[src/rtl/ps2_keyboard_fifo.sv]
// PS/2 keyboard receiver: synchronises the PS/2 lines, deserialises and checks
// frames, folds E0/F0 prefixes into make/break events, queues the events in a
// show-ahead FIFO and keeps a shift history of every valid raw byte.
module ps2_keyboard_fifo #(
  parameter int unsigned NBYTES         = 4,
  parameter int unsigned DEPTH          = 8,
  parameter int unsigned TIMEOUT_CYCLES = 50000
) (
  input  logic                         clock,
  input  logic                         reset,
  input  logic                         ps2_clk,
  input  logic                         ps2_data,
  input  logic                         rd_en,
  input  logic                         clr_err,
  output logic [9:0]                   rd_data,
  output logic                         empty,
  output logic                         full,
  output logic [$clog2(DEPTH+1)-1:0]   count,
  output logic [8*NBYTES-1:0]          keyb_char,
  output logic                         overflow,
  output logic                         parity_err,
  output logic                         frame_err
);

  localparam int unsigned AW = $clog2(DEPTH);
  localparam int unsigned CW = $clog2(DEPTH + 1);
  localparam int unsigned TW = $clog2(TIMEOUT_CYCLES + 1);
  localparam logic [TW-1:0] TMO_MAX  = TW'(TIMEOUT_CYCLES);
  localparam logic [CW-1:0] CNT_FULL = CW'(DEPTH);

  typedef enum logic [1:0] {IDLE, DATA, PARITY, STOP} state_t;

  logic          clk_s1, clk_s2, clk_prev, fall;
  logic          dat_s1, dat_s2, dat_smp;
  state_t        state;
  logic [2:0]    bit_cnt;
  logic [7:0]    shreg;
  logic          par_bit;
  logic [TW-1:0] timer;
  logic          ext_pend, brk_pend;

  logic          tmo, stop_done, par_bad, stop_bad, byte_ok, is_e0, is_f0;
  logic          push, pop, wr_ok, ovf_set;
  logic [9:0]    push_data;
  logic [8*NBYTES-1:0] kc_next;

  logic [9:0]    mem [DEPTH];
  logic [AW-1:0] wptr, rptr;

  // Two-flop synchronisers followed by a registered falling-edge detect; the
  // data sample is delayed alongside so it lines up with the edge strobe.
  always_ff @(posedge clock) begin
    if (reset) begin
      clk_s1   <= 1'b1;
      clk_s2   <= 1'b1;
      clk_prev <= 1'b1;
      dat_s1   <= 1'b1;
      dat_s2   <= 1'b1;
      dat_smp  <= 1'b1;
      fall     <= 1'b0;
    end else begin
      clk_s1   <= ps2_clk;
      clk_s2   <= clk_s1;
      clk_prev <= clk_s2;
      dat_s1   <= ps2_data;
      dat_s2   <= dat_s1;
      dat_smp  <= dat_s2;
      fall     <= clk_prev & ~clk_s2;
    end
  end

  // Frame outcome decode for the current cycle.
  always_comb begin
    tmo       = (state != IDLE) && (timer == TMO_MAX) && !fall;
    stop_done = fall && (state == STOP);
    par_bad   = stop_done && !(^{shreg, par_bit});
    stop_bad  = stop_done && !dat_smp;
    byte_ok   = stop_done && !par_bad && !stop_bad;
    is_e0     = (shreg == 8'hE0);
    is_f0     = (shreg == 8'hF0);
    push      = byte_ok && !is_e0 && !is_f0;
    push_data = {brk_pend, ext_pend, shreg};
    kc_next   = keyb_char << 8;
    kc_next[7:0] = shreg;
  end

  // Frame FSM with inter-edge timeout counter.
  always_ff @(posedge clock) begin
    if (reset) begin
      state   <= IDLE;
      bit_cnt <= '0;
      shreg   <= '0;
      par_bit <= 1'b0;
      timer   <= '0;
    end else begin
      if (fall || state == IDLE) timer <= '0;
      else if (timer != TMO_MAX) timer <= timer + 1'b1;

      if (tmo) begin
        state <= IDLE;
      end else if (fall) begin
        case (state)
          IDLE: if (!dat_smp) begin
            state   <= DATA;
            bit_cnt <= '0;
          end
          DATA: begin
            shreg   <= {dat_smp, shreg[7:1]};
            bit_cnt <= bit_cnt + 3'd1;
            if (bit_cnt == 3'd7) state <= PARITY;
          end
          PARITY: begin
            par_bit <= dat_smp;
            state   <= STOP;
          end
          default: state <= IDLE;
        endcase
      end
    end
  end

  // Raw-byte history and E0/F0 prefix tracking.
  always_ff @(posedge clock) begin
    if (reset) begin
      keyb_char <= '0;
      ext_pend  <= 1'b0;
      brk_pend  <= 1'b0;
    end else if (byte_ok) begin
      keyb_char <= kc_next;
      if (is_e0) ext_pend <= 1'b1;
      else if (is_f0) brk_pend <= 1'b1;
      else begin
        ext_pend <= 1'b0;
        brk_pend <= 1'b0;
      end
    end else if (par_bad || stop_bad || tmo) begin
      ext_pend <= 1'b0;
      brk_pend <= 1'b0;
    end
  end

  // A push into a full FIFO is still accepted when a pop frees a slot.
  always_comb begin
    empty   = (count == '0);
    full    = (count == CNT_FULL);
    pop     = rd_en && !empty;
    wr_ok   = push && (!full || pop);
    ovf_set = push && full && !pop;
    rd_data = empty ? '0 : mem[rptr];
  end

  // Event storage.
  always_ff @(posedge clock) begin
    if (wr_ok) mem[wptr] <= push_data;
  end

  // FIFO pointers and occupancy.
  always_ff @(posedge clock) begin
    if (reset) begin
      wptr  <= '0;
      rptr  <= '0;
      count <= '0;
    end else begin
      if (wr_ok) wptr <= wptr + 1'b1;
      if (pop)   rptr <= rptr + 1'b1;
      case ({wr_ok, pop})
        2'b10:   count <= count + 1'b1;
        2'b01:   count <= count - 1'b1;
        default: count <= count;
      endcase
    end
  end

  // Sticky error flags; a new error wins over a simultaneous clear.
  always_ff @(posedge clock) begin
    if (reset) begin
      overflow   <= 1'b0;
      parity_err <= 1'b0;
      frame_err  <= 1'b0;
    end else begin
      overflow   <= (overflow   & ~clr_err) | ovf_set;
      parity_err <= (parity_err & ~clr_err) | par_bad;
      frame_err  <= (frame_err  & ~clr_err) | stop_bad | tmo;
    end
  end

endmodule
[config.mk]
export PLATFORM = sky130hd
export DESIGN_NAME = ps2_keyboard_fifo
export DESIGN_NICKNAME = d
export VERILOG_FILES = /design/src/rtl/ps2_keyboard_fifo.sv
export SDC_FILE = /design/constraint.sdc
export NUM_CORES = 1
export LEC_CHECK = 0
export BUFFER_PORTS_ARGS = -buffer_cell sky130_fd_sc_hd__buf_4
export CORE_UTILIZATION = 51
export CTS_BUF_LIST = sky130_fd_sc_hd__clkbuf_2 sky130_fd_sc_hd__clkbuf_4 sky130_fd_sc_hd__clkbuf_8
export DETAILED_ROUTE_END_ITERATION = 10
export GPL_TIMING_DRIVEN = 0
export PLACE_DENSITY_LB_ADDON = 0.05
export SYNTH_ARGS = -nofsm -noshare
export SYNTH_HDL_FRONTEND = slang
export SYNTH_SLANG_ARGS = --single-unit
[constraint.sdc]
create_clock -name clock -period 6.7 [get_ports clock]
set_clock_uncertainty 0.1 [all_clocks]
set_input_delay 1.005 -clock clock [delete_from_list [all_inputs] [get_ports clock]]
set_output_delay 1.005 -clock clock [all_outputs]
set_load 0.005 [all_outputs]
==> results of run 1 <==
[worst paths after layout]
check	to	start	slack, ps	depth (start not counted)
setup reg to reg	count[2]	shreg[1]	3080	11
hold / removal	clk_s2	clk_s1	310	1
hold reg to reg	clk_s2	clk_s1	310	1
setup / recovery	count[2]	shreg[1]	3080	11
[metrics by stage]
| stage | total power, uW | setup WS [ps] | util | instances |
|---|---|---|---|---|
| finish | 1750 | 3080 | 0.614 | 819 |
| global route | 1800 | 2880 | 0.614 | 819 |
| global placement | 1100 | 2240 | 0.581 | 783 |
| CTS | 1760 | 3070 | 0.614 | 819 |
| detailed placement | 1100 | 3120 | 0.586 | 787 |
| floorplan | 1090 | 3430 | - | 555 |
[kinds of logic (layout without fill, tap and decap cells)]
logic type,count (synthesis),in the layout,share of synthesized area
multiplexers,39,39,0.0942
XOR/XNOR,27,27,0.0391
AO/OA/AOI/OAI,92,92,0.0737
adder cells (fa/ha/maj),13,13,0.0239
AND/OR/NAND/NOR,173,173,0.134
flip-flops,167,167,0.608
buffers and inverters,44,136,0.0263
[layout by cell type, fill, tap and decap left out, types with 20 or more instances in the layout]
master / count
a21oi_1: 45
buf_4: 60
mux4_2: 20
nor2_1: 44
o21ai_1: 27
nand3_1: 45
dfxtp_1: 87
edfxtp_1: 80
nand2_1: 23
clkbuf_1: 21
[power groups by stage]
stage / Sequential (uW) / Clock (uW) / Combinational (uW)
3_5_place_dp: 1080 / 0 / 15.6
5_1_grt: 1060 / 722 / 17.1
2_1_floorplan: 1080 / 0 / 8.79
6_report: 1060 / 670 / 15.5
4_1_cts: 1060 / 682 / 15.6
3_3_place_gp: 1080 / 0 / 15.4
[synthesized netlist by cell type, types with 3 or more instances]
cell      instances
o21ai_0           7
nand2_1          23
nor3_1            6
mux2i_1          18
ha_1             13
xnor2_1           8
or2_2             6
buf_2             4
o21ai_1          27
nor4b_1           4
nand3_1          45
nor4_1            3
nand2b_1         10
inv_1            12
edfxtp_1         80
nor2_1           44
xor2_1           16
clkbuf_1         21
a21oi_1          45
nor4bb_1          3
nand4_1           7
buf_1             4
or3_1             6
mux4_2           20
dfxtp_1          87
[metal layers]
metal | routed length [um] | track usage
met5 | 0 | 0
met4 | 276 | 0.0962
met3 | 514 | 0.0484
met2 | 7090 | 0.367
met1 | 6410 | 0.277
[flip-flops by register name, indices dropped and copies added, names as in the netlist, 2 cells and up, named ones only]
name	cells
bit_cnt	3
count	4
keyb_char	32
mem	80
rptr	3
shreg	8
state	2
timer	16
wptr	3
[worst max-delay path, cell delays in order, from the launching register on]
cell	delay [ps]
dfxtp_1	630
xor2_1	190
xnor3_2	490
xor2_2	280
nand3_1	370
ha_1	400
xor2_1	160
ha_1	190
a21oi_1	150
xor2_1	90
or3_1	320
a21oi_1	150
[cell type report]
type | instances | area (um^2) | area share
Sequential cell | 167 | 4140 | 0.526
Multi-Input combinational cell | 344 | 2520 | 0.319
Timing Repair Buffer | 60 | 458 | 0.0581
Clock buffer | 20 | 263 | 0.0333
Tap cell | 172 | 215 | 0.0273
Buffer | 32 | 134 | 0.0170
Clock inverter | 12 | 104 | 0.0132
Inverter | 12 | 45.0 | 0.00572
==> impl_summary.log, run 1 <==
INFO  metric run_status = complete, no violations
INFO  metric globalRouteOverflowTotal = 0
INFO  metric synth_area = 6810 um^2
INFO  metric die-area = 13,800 um^2
INFO  metric power.internal = 1380 uW
INFO  metric final_period_minus_worst_setup_slack = 3620 ps
INFO  metric routabilityCongestion = 0.811
INFO  metric synth_top_area_frac = 0.353
INFO  metric numClockSinks = 167
INFO  metric ir_worst_vdd = 0.156 mV
INFO  metric post-cts-setup-buffers = 0
INFO  metric final-hold-violation-count = 0
INFO  metric critical_path_arrival = 3890 ps
INFO  metric layout.nets = 653
INFO  metric floorplan_row_count = 41
INFO  metric drv_slew = 0
INFO  metric cp-start-kind = flop
INFO  metric grt_pass1_wl = 23.3 mm
INFO  metric port-buffer-count = 56
INFO  metric layout_worst_path_cycle_share = 0.540
INFO  metric totalNegativeSetupSlack = 0 ps
INFO  metric fp.dieH = 118 um
INFO  metric number_of_max_cap_violations = 0
INFO  metric cp_max_fo = 13
INFO  metric clkPwrFrac = 0.384
INFO  metric worstHoldPathType = reg -> reg
INFO  metric post_synth_edffs = 80
INFO  metric drive_gt1_frac = 0.210
INFO  metric postSynthCellCount = 555
INFO  metric detailroute.via_count = 4,488
INFO  metric async_reset_ff_frac = 0
INFO  metric areaGrowthSynthToFinish = 15.7%
INFO  metric setup_violations = 0
INFO  metric ctsLongestPathBuffers = 2
INFO  metric postRouteAntennaNets = 0
INFO  metric final.fill_count = 1,065
INFO  metric routedWlPerCell = 17.5 um
INFO  metric p_seq_frac = 0.607
INFO  metric powerDensity = 222 nW/um^2
INFO  metric grt_pass1_vias = 4,507
INFO  metric via_per_inst = 5.48
INFO  metric tritoncts.num_buffers = 17
INFO  metric switching_share = 0.212
INFO  metric cts_tree = done
INFO  metric maxClockFrequency = 0.276 GHz
INFO  metric synthesis.nets = 574
INFO  metric first_iter_violations = 288
INFO  metric setup_repair_after_global_routing_missed_its_margin = no
INFO  metric placed_cell_area = 7510 um^2
INFO  metric synth_seq_cells = 167
INFO  metric cp-end-kind = flop
INFO  metric worst_skew_pair.late_latency = 450 ps
INFO  metric timing_worst_slew_pin_value = 1180 ps
INFO  metric drt_pre_antenna_iters = 4
INFO  metric chipWidth = 118 um
INFO  metric netSwitchingPower = 370 uW
INFO  metric p_leak = 0.00273 uW
INFO  metric num_io_pins = 57
INFO  metric synth_largest_area_cell = edfxtp_1
INFO  metric ctsResizeCount = 0
INFO  metric dpl.hpwl = 9.91 mm
INFO  metric seq_area_frac_synth = 0.608
INFO  metric clk_pin_slew = 80 ps
INFO  metric maxSlewHeadroom = 0.209
INFO  metric final.hold.worst_slack = 309 ps
INFO  metric critical_path_class = reg -> reg
INFO  metric num_antenna_cells = 0
INFO  metric grt_max_degree = 17
INFO  metric postSynth.topFlopCell = dfxtp_1
INFO  metric detail_route.drc_violations = 0
INFO  metric clockRootBuffer = clkbuf_8
INFO  metric yosys_warnings = 0
INFO  metric syn_area_per_cell = 12.3 um^2
INFO  metric yosys-top-cells-area = edfxtp_1 35%, dfxtp_1 26%, mux4_2 6.6%, a21oi_1 3.3%, nand3_1 3.3%
INFO  metric placeableCoreArea = 12,800 um^2
INFO  metric combinationalPowerShare = 0.009
INFO  metric synthDistinctLibCells = 51
INFO  metric holdBufCountCts = 0
INFO  metric cts_htree_levels = 4
INFO  metric required_time_worst_endpoint = 6970 ps
INFO  metric wire_length_reported_by_the_detailed_router = 14.3 mm
INFO  metric gr-usage-all-layers = 0.220
INFO  metric initial_core_util = 0.531
INFO  metric finish.instance_area = 7880 um^2
INFO  metric initial_antenna_violation_count = 0
Note: power is estimated with default switching activity, not from simulation.
==> run 2: changes to the inputs <==
Clock period 6.7 ns to 3 ns, I/O delays scaled along.
==> run 2 against run 1 <==
  * Global-route usage fell by 0.39 points
  * Power rose by 130%
  * Register-to-register slack got worse by 3000 ps
  * Largest cell class unchanged
  * Clock power is 150% higher
  * Die area unchanged
  * Critical endpoint unchanged
==> impl_summary.log, run 2 (synthesis results as in run 1) <==
INFO  metric run_status = complete, no violations
INFO  metric layout_common_cells = 80 x edfxtp_1, 79 x dfxtp_1, 69 x buf_4, 45 x a21oi_1, 44 x nand3_1
INFO  metric layout.nets = 661 (+1.2%)
INFO  metric min_path_cells = 2 (+1)
INFO  metric powerDensity = 499 nW/um^2 (+130%)
INFO  metric crit_chain = xor2_1 -> xnor3_2 -> xor2_4 -> nand3_4 -> ha_4 -> xor2_1 -> ha_1 -> a21oi_1 -> xor2_1 -> or3_1 -> a21oi_1
INFO  metric drt_pre_antenna_iters = 6 (+2)
INFO  metric cts_htree_levels = 4 (unchanged)
INFO  metric largest_register_ff_count = 80 (unchanged)
INFO  metric cpMaxStageDelayCell = xnor3_2
INFO  metric r2r-end = count[2]
INFO  metric ir_worst_vdd = 0.305 mV (+96%)
INFO  metric setup_violations = 0 (unchanged)
INFO  metric num_antenna_cells = 0 (unchanged)
INFO  metric critical_path.most_common_cell = xor2_1
INFO  metric worstHoldEndpoint = dat_s1
INFO  metric initial_core_util = 0.531 (unchanged)
INFO  metric worst_hold_startpoint = ps2_data
INFO  metric finish.instance_area = 8120 um^2 (+3.1%)
INFO  metric number_of_max_cap_violations = 0 (unchanged)
INFO  metric numClockSinks = 167 (unchanged)
INFO  metric first_iter_violations = 491 (+70%)
INFO  metric port-buffer-count = 56 (unchanged)
INFO  metric top_regs = mem: 80 flops, keyb_char: 32 flops, timer: 16 flops
INFO  metric gr-usage-all-layers = 0.217 (-0.00394)
INFO  metric critical_path_class = reg -> reg
INFO  metric routedWlPerCell = 17.4 um (about the same)
INFO  metric mostFrequentLayoutCell = edfxtp_1
INFO  metric final-hold-violation-count = 0 (unchanged)
INFO  metric required_time_worst_endpoint = 3280 ps (-3690 ps)
INFO  metric multi_input_comb_area = 2620 um^2 (+4.0%)
INFO  metric initial_antenna_violation_count = 0 (unchanged)
INFO  metric cts_tree = done
INFO  metric cp-end-kind = flop
INFO  metric globalRouteOverflowTotal = 0 (unchanged)
INFO  metric chipWidth = 118 um (unchanged)
INFO  metric worst_skew_pair.late_latency = 450 ps (about the same)
INFO  metric critical_path_arrival = 3170 ps (-720 ps)
INFO  metric layout_worst_path_cycle_share = 0.963 (+0.423)
INFO  metric worstRegToRegCells = 11 (unchanged)
INFO  metric die-area = 13,800 um^2 (unchanged)
INFO  metric final_period_minus_worst_setup_slack = 2890 ps (-732 ps)
INFO  metric postRouteAntennaNets = 0 (unchanged)
INFO  metric setup_repair_after_global_routing_missed_its_margin = yes
INFO  metric maxSlewHeadroom = 0.369 (+0.160)
INFO  metric placed_cell_area = 7490 um^2 (-0.35%)
INFO  metric holdBufCountCts = 0 (unchanged)
INFO  metric cp_max_fo = 6 (-7)
INFO  metric placeableCoreArea = 12,800 um^2 (unchanged)
INFO  metric num_io_pins = 57 (unchanged)
INFO  metric via_per_inst = 5.54 (+1.2%)
INFO  metric dpl.hpwl = 9.81 mm (-1.1%)
INFO  metric fp.dieH = 118 um (unchanged)
INFO  metric detailroute.via_count = 4,584 (+2.1%)
INFO  metric ctsLongestPathBuffers = 2 (unchanged)
INFO  metric wire_length_reported_by_the_detailed_router = 14.4 mm (+0.96%)
INFO  metric seq_area = 4170 um^2 (+0.60%)
INFO  metric drv_slew = 0 (unchanged)
INFO  metric registers.top_by_ff_count = mem
INFO  metric r2r_slack = 110 ps (-2970 ps)
INFO  metric timing.critical_path.slowest_cell_delay = 510 ps (-120 ps)
INFO  metric tritoncts.num_buffers = 17 (unchanged)
INFO  metric grt_pass1_wl = 23.2 mm (-0.47%)
INFO  metric final.fill_count = 1,030 (-3.3%)
INFO  metric totalPowerFinal = 4060 uW (+130%)
INFO  metric drive_gt1_frac = 0.249 (+0.0387)
INFO  metric grt_max_degree = 17 (unchanged)
INFO  metric clockRootBuffer = clkbuf_8
INFO  metric maxClockFrequency = 0.346 GHz (+25%)
INFO  metric floorplan_row_count = 41 (unchanged)
INFO  metric worstHoldPathType = in -> reg
INFO  metric routabilityCongestion = 0.793 (-2.3%)
INFO  metric p_leak = 0.00281 uW (+2.9%)
INFO  metric areaGrowthSynthToFinish = 19.3%
INFO  metric detail_route.drc_violations = 0 (unchanged)
INFO  metric r2r-start = shreg[1]
INFO  metric timing_worst_slew_pin_value = 941 ps (-241 ps)
INFO  metric grt_pass1_vias = 4,523 (+0.36%)
INFO  metric clk_pin_slew = 80 ps (about the same)
INFO  metric cp-start-kind = flop
## run 2: cell count changes in the layout (fill, tap and decap cells not counted), sizes merged
cell      before  now
buf           70   78
clkinv         8    3
clkbuf        42   46
bufinv         1    3
inv           14   12
clkinvlp       1    2
## run 2: critical path, delay by kind of cell, from the launching register on
kind,cells,cell delay [ps]
AOI/OAI and AO/OA,2,290
adders and majority gates,2,420
xor gates and xnor gates,5,1150
DFF,1,400
and+or+nand+nor,2,470
## run 2: routing by layer
metal	up-vias	global-route usage	wire length [um]
li1	2200	-	-
met5	-	0	0
met4	0	0.0745	204
met3	18	0.0465	553
met2	87	0.360	7120
met1	2279	0.281	6550
## run 2: worst max path at each step
stage | end | slack [ps] | cells after the start | from
after floorplan | count[2] | -9 | 11 | shreg[1]
after global placement | mem[4][3] | -920 | 6 | shreg[2]
after detailed placement | mem[1][2] | -760 | 5 | shreg[1]
after CTS | mem[5][2] | 2 | 6 | state[0]
after global routing | mem[4][2] | -10 | 8 | shreg[5]
final | count[2] | 110 | 11 | shreg[1]
## run 2: power by group
group          switching [uW]  total [uW]  internal [uW]
logic                    23.1        34.8           11.7
clock network             771        1660            887
registers                1.78        2360           2360
total                     796        4060           3260
## run 2: area by class of cell
class,instances,share of cell area
Tap cell,172,0.0265
Multi-Input combinational cell,344,0.322
Clock inverter,8,0.0152
Timing Repair Buffer,69,0.0658
Buffer,31,0.0162
Inverter,12,0.00554
Clock buffer,24,0.0354
Sequential cell,167,0.513
## run 2: per-stage QoR
step	TNS [ps]	util	hold WS, ps	std cells	setup WS [ps]
floorplan	-9.11	-	289	555	-9.11
global placement	-44590	0.582	293	783	-922
detailed placement	-42170	0.584	295	784	-763
CTS	0	0.627	56.0	820	2.15
global route	-70.0	0.633	53.1	827	-10.9
finish	0	0.633	78.8	827	111
## run 2: repair_timing
action	CTS	global route
gates resized for setup	25	5
setup endpoints to repair	84	44
setup buffers	4	8
pin swaps	2	3
==> run 3: changes to the inputs <==
Settings changed: CELL_PAD_IN_SITES_DETAIL_PLACEMENT set to 0, CELL_PAD_IN_SITES_GLOBAL_PLACEMENT set to 1, CORE_UTILIZATION 51 to 45.
==> run 3 against run 2 <==
  * The flow now finishes with violations (design-rule violations)
  * Worst hold slack got worse by 2.4 ps
  * Sequential power barely moved
  * Die area rose by 13%
  * Via count shrank 0.72%
  * Power grew 2.9%
  * Register-to-register slack improved by 60 ps
  * Sequential share of layout area shrank 0.48 points
  * Fmax grew 2.1%
  * Critical path depth is the same
  * Critical path type unchanged
  * Largest power group unchanged
==> impl_summary.log, run 3 (synthesis results as in run 1) <==
INFO  metric combinationalPowerShare = 0.009 (about the same)
INFO  metric p_leak = 0.00284 uW (+1.1%)
INFO  metric crit_chain = xnor2_1 -> xnor3_2 -> xor2_4 -> nand3_4 -> ha_2 -> xor2_1 -> ha_1 -> a21oi_1 -> xor2_1 -> or3_1 -> a21oi_1
INFO  metric grt_max_degree = 17 (unchanged)
INFO  metric top_regs = mem: 80 flops, keyb_char: 32 flops, timer: 16 flops
INFO  metric met1_wl = 6.83 mm (+4.3%)
INFO  metric timing.critical_path.slowest_cell_delay = 420 ps (-90 ps)
INFO  metric final-hold-violation-count = 0 (unchanged)
INFO  metric layout_common_cells = 80 x edfxtp_1, 79 x dfxtp_1, 75 x buf_4, 45 x a21oi_1, 44 x nand3_1
INFO  metric final.fill_count = 1,263 (+23%)
INFO  metric chipWidth = 125 um (+6.3%)
INFO  metric routed.top_layer = met4
INFO  metric run_status = finished with violations
INFO  metric final_period_minus_worst_setup_slack = 2830 ps (-59.3 ps)
INFO  metric cts_htree_levels = 4 (unchanged)
INFO  metric mostFrequentLayoutCell = edfxtp_1
INFO  metric met3_routed_wl = 539 um (-2.5%)
INFO  metric first_iter_violations = 257 (-48%)
INFO  metric fp.dieH = 125 um (+6.3%)
INFO  metric cpMaxStageDelayCell = xnor3_2
INFO  metric via_per_inst = 5.39 (-2.8%)
INFO  metric cp-start-kind = flop
INFO  metric grt_pass1_vias = 4,539 (+0.35%)
INFO  metric violations = design-rule violations
INFO  metric final.hold.worst_slack = 76.3 ps (-2.44 ps)
INFO  metric largest_register_ff_count = 80 (unchanged)
INFO  metric gr-usage-all-layers = 0.204 (-0.0120)
INFO  metric placeableCoreArea = 14,600 um^2 (+14%)
INFO  metric number_of_max_cap_violations = 0 (unchanged)
INFO  metric tritoncts.num_buffers = 17 (unchanged)
INFO  metric maxClockFrequency = 0.353 GHz (+2.1%)
INFO  metric seq_area = 4170 um^2 (unchanged)
INFO  metric areaGrowthSynthToFinish = 20.4%
INFO  metric globalRouteOverflowTotal = 0 (unchanged)
INFO  metric routedWlPerCell = 17.9 um (+2.6%)
INFO  metric power.internal = 3310 uW (+1.6%)
INFO  metric netSwitchingPower = 863 uW (+8.5%)
INFO  metric floorplan_row_count = 44 (+7.3%)
INFO  metric initial_core_util = 0.465 (-0.0660)
INFO  metric clockRootBuffer = clkbuf_8
INFO  metric drv_slew = 0 (unchanged)
INFO  metric initial_antenna_violation_count = 0 (unchanged)
INFO  metric powerDensity = 509 nW/um^2 (+2.0%)
INFO  metric routabilityCongestion = 0.792 (-0.14%)
INFO  metric p_seq_frac = 0.566 (-0.016)
INFO  metric critical_path.n_buffers_inverters = 0 (unchanged)
INFO  metric setup_violations = 0 (unchanged)
INFO  metric timing_worst_slew_pin_value = 834 ps (-108 ps)
INFO  metric critical_path_class = reg -> reg
INFO  metric detailroute.wirelength.met2 = 7.55 mm (+6.1%)
INFO  metric dpl.hpwl = 10.2 mm (+3.9%)
INFO  metric maxSlewHeadroom = 0.442 (+0.0729)
INFO  metric worstHoldPathType = in -> reg
INFO  metric totalPowerFinal = 4170 uW (+2.9%)
INFO  metric clkPwrFrac = 0.426 (+0.017)
INFO  metric multi_input_comb_area = 2610 um^2 (-0.19%)
INFO  metric critical_path_arrival = 3120 ps (-50 ps)
INFO  metric cp-end-kind = flop
INFO  metric drive_gt1_frac = 0.253 (+0.00379)
INFO  metric num_antenna_cells = 0 (unchanged)
INFO  metric setup_repair_after_global_routing_missed_its_margin = no
INFO  metric layout_worst_path_cycle_share = 0.943 (-0.0198)
INFO  metric switching_share = 0.207 (+0.0106)
INFO  metric required_time_worst_endpoint = 3290 ps (about the same)
INFO  metric num_io_pins = 57 (unchanged)
INFO  metric worst_skew_pair.late_latency = 460 ps (about the same)
INFO  metric detailroute.via_count = 4,551 (-0.72%)
INFO  metric grt_pass1_wl = 24.4 mm (+5.0%)
INFO  metric port-buffer-count = 56 (unchanged)
INFO  metric layout.nets = 667 (+0.91%)
INFO  metric wire_length_reported_by_the_detailed_router = 15.1 mm (+4.9%)
INFO  metric ctsLongestPathBuffers = 2 (unchanged)
INFO  metric numClockSinks = 167 (unchanged)
INFO  metric cts_tree = done
INFO  metric clk_pin_slew = 90 ps (about the same)
INFO  metric postRouteAntennaNets = 0 (unchanged)
INFO  metric registers.top_by_ff_count = mem
INFO  metric die-area = 15,600 um^2 (+13%)
INFO  metric detail_route.drc_violations = 6 (+6)
INFO  metric drt_pre_antenna_iters = 7 (+1)
INFO  metric worst_path_dominant_cell_family = XOR/XNOR gates
INFO  metric ir_worst_vdd = 0.311 mV (+1.8%)
INFO  metric cp_max_fo = 13 (+7)
==> run 3: timing repair <==
action,4_1_cts,5_1_grt
setup endpoints to repair,80,46
buffers inserted,2,15
hold buffers,0,0
pin swaps,2,3
resized for setup,24,6
==> run 3: layer usage <==
layer,global-route usage,vias to the layer above
li1,-,2227
met1,0.254,2228
met2,0.350,78
met3,0.0543,18
met4,0.0588,0
met5,0,-
==> run 3: final timing paths <==
check                              start        to  slack, ps  cells after the start
worst max-delay path            shreg[5]  count[2]        170                     11
worst min register to register    clk_s1    clk_s2        320                      1
worst max register to register  shreg[5]  count[2]        170                     11
worst min-delay path            ps2_data    dat_s1         80                      2
==> run 3: stage by stage <==
step,setup TNS [ps],utilization,area (um^2),std cells,setup WS [ps]
finish,0,0.560,8200,845,170
global route,0,0.560,8200,845,1.11
CTS,0,0.551,8070,831,7.81
detailed placement,-36680,0.513,7510,797,-729
global placement,-49500,0.511,7480,795,-996
floorplan,-9.11,-,6830,555,-9.11
==> run 3: layout make-up <==
type	instances	share of cell area
repair buffers	75	0.0696
clock buffers	19	0.0304
clock inverters	13	0.0235
flip-flops and latches	167	0.508
inverters	12	0.00549
multi-input cells	344	0.319
plain buffers	31	0.0160
well taps	184	0.0281
==> run 3: power by group through the flow <==
| stage | Combinational, uW | Clock [uW] | Sequential [uW] |
|---|---|---|---|
| 2_1_floorplan | 19.6 | 0 | 2420 |
| 3_3_place_gp | 35.7 | 0 | 2420 |
| 3_5_place_dp | 36.5 | 0 | 2420 |
| 4_1_cts | 36.5 | 1810 | 2360 |
| 5_1_grt | 39.5 | 1910 | 2360 |
| 6_report | 35.5 | 1780 | 2360 |
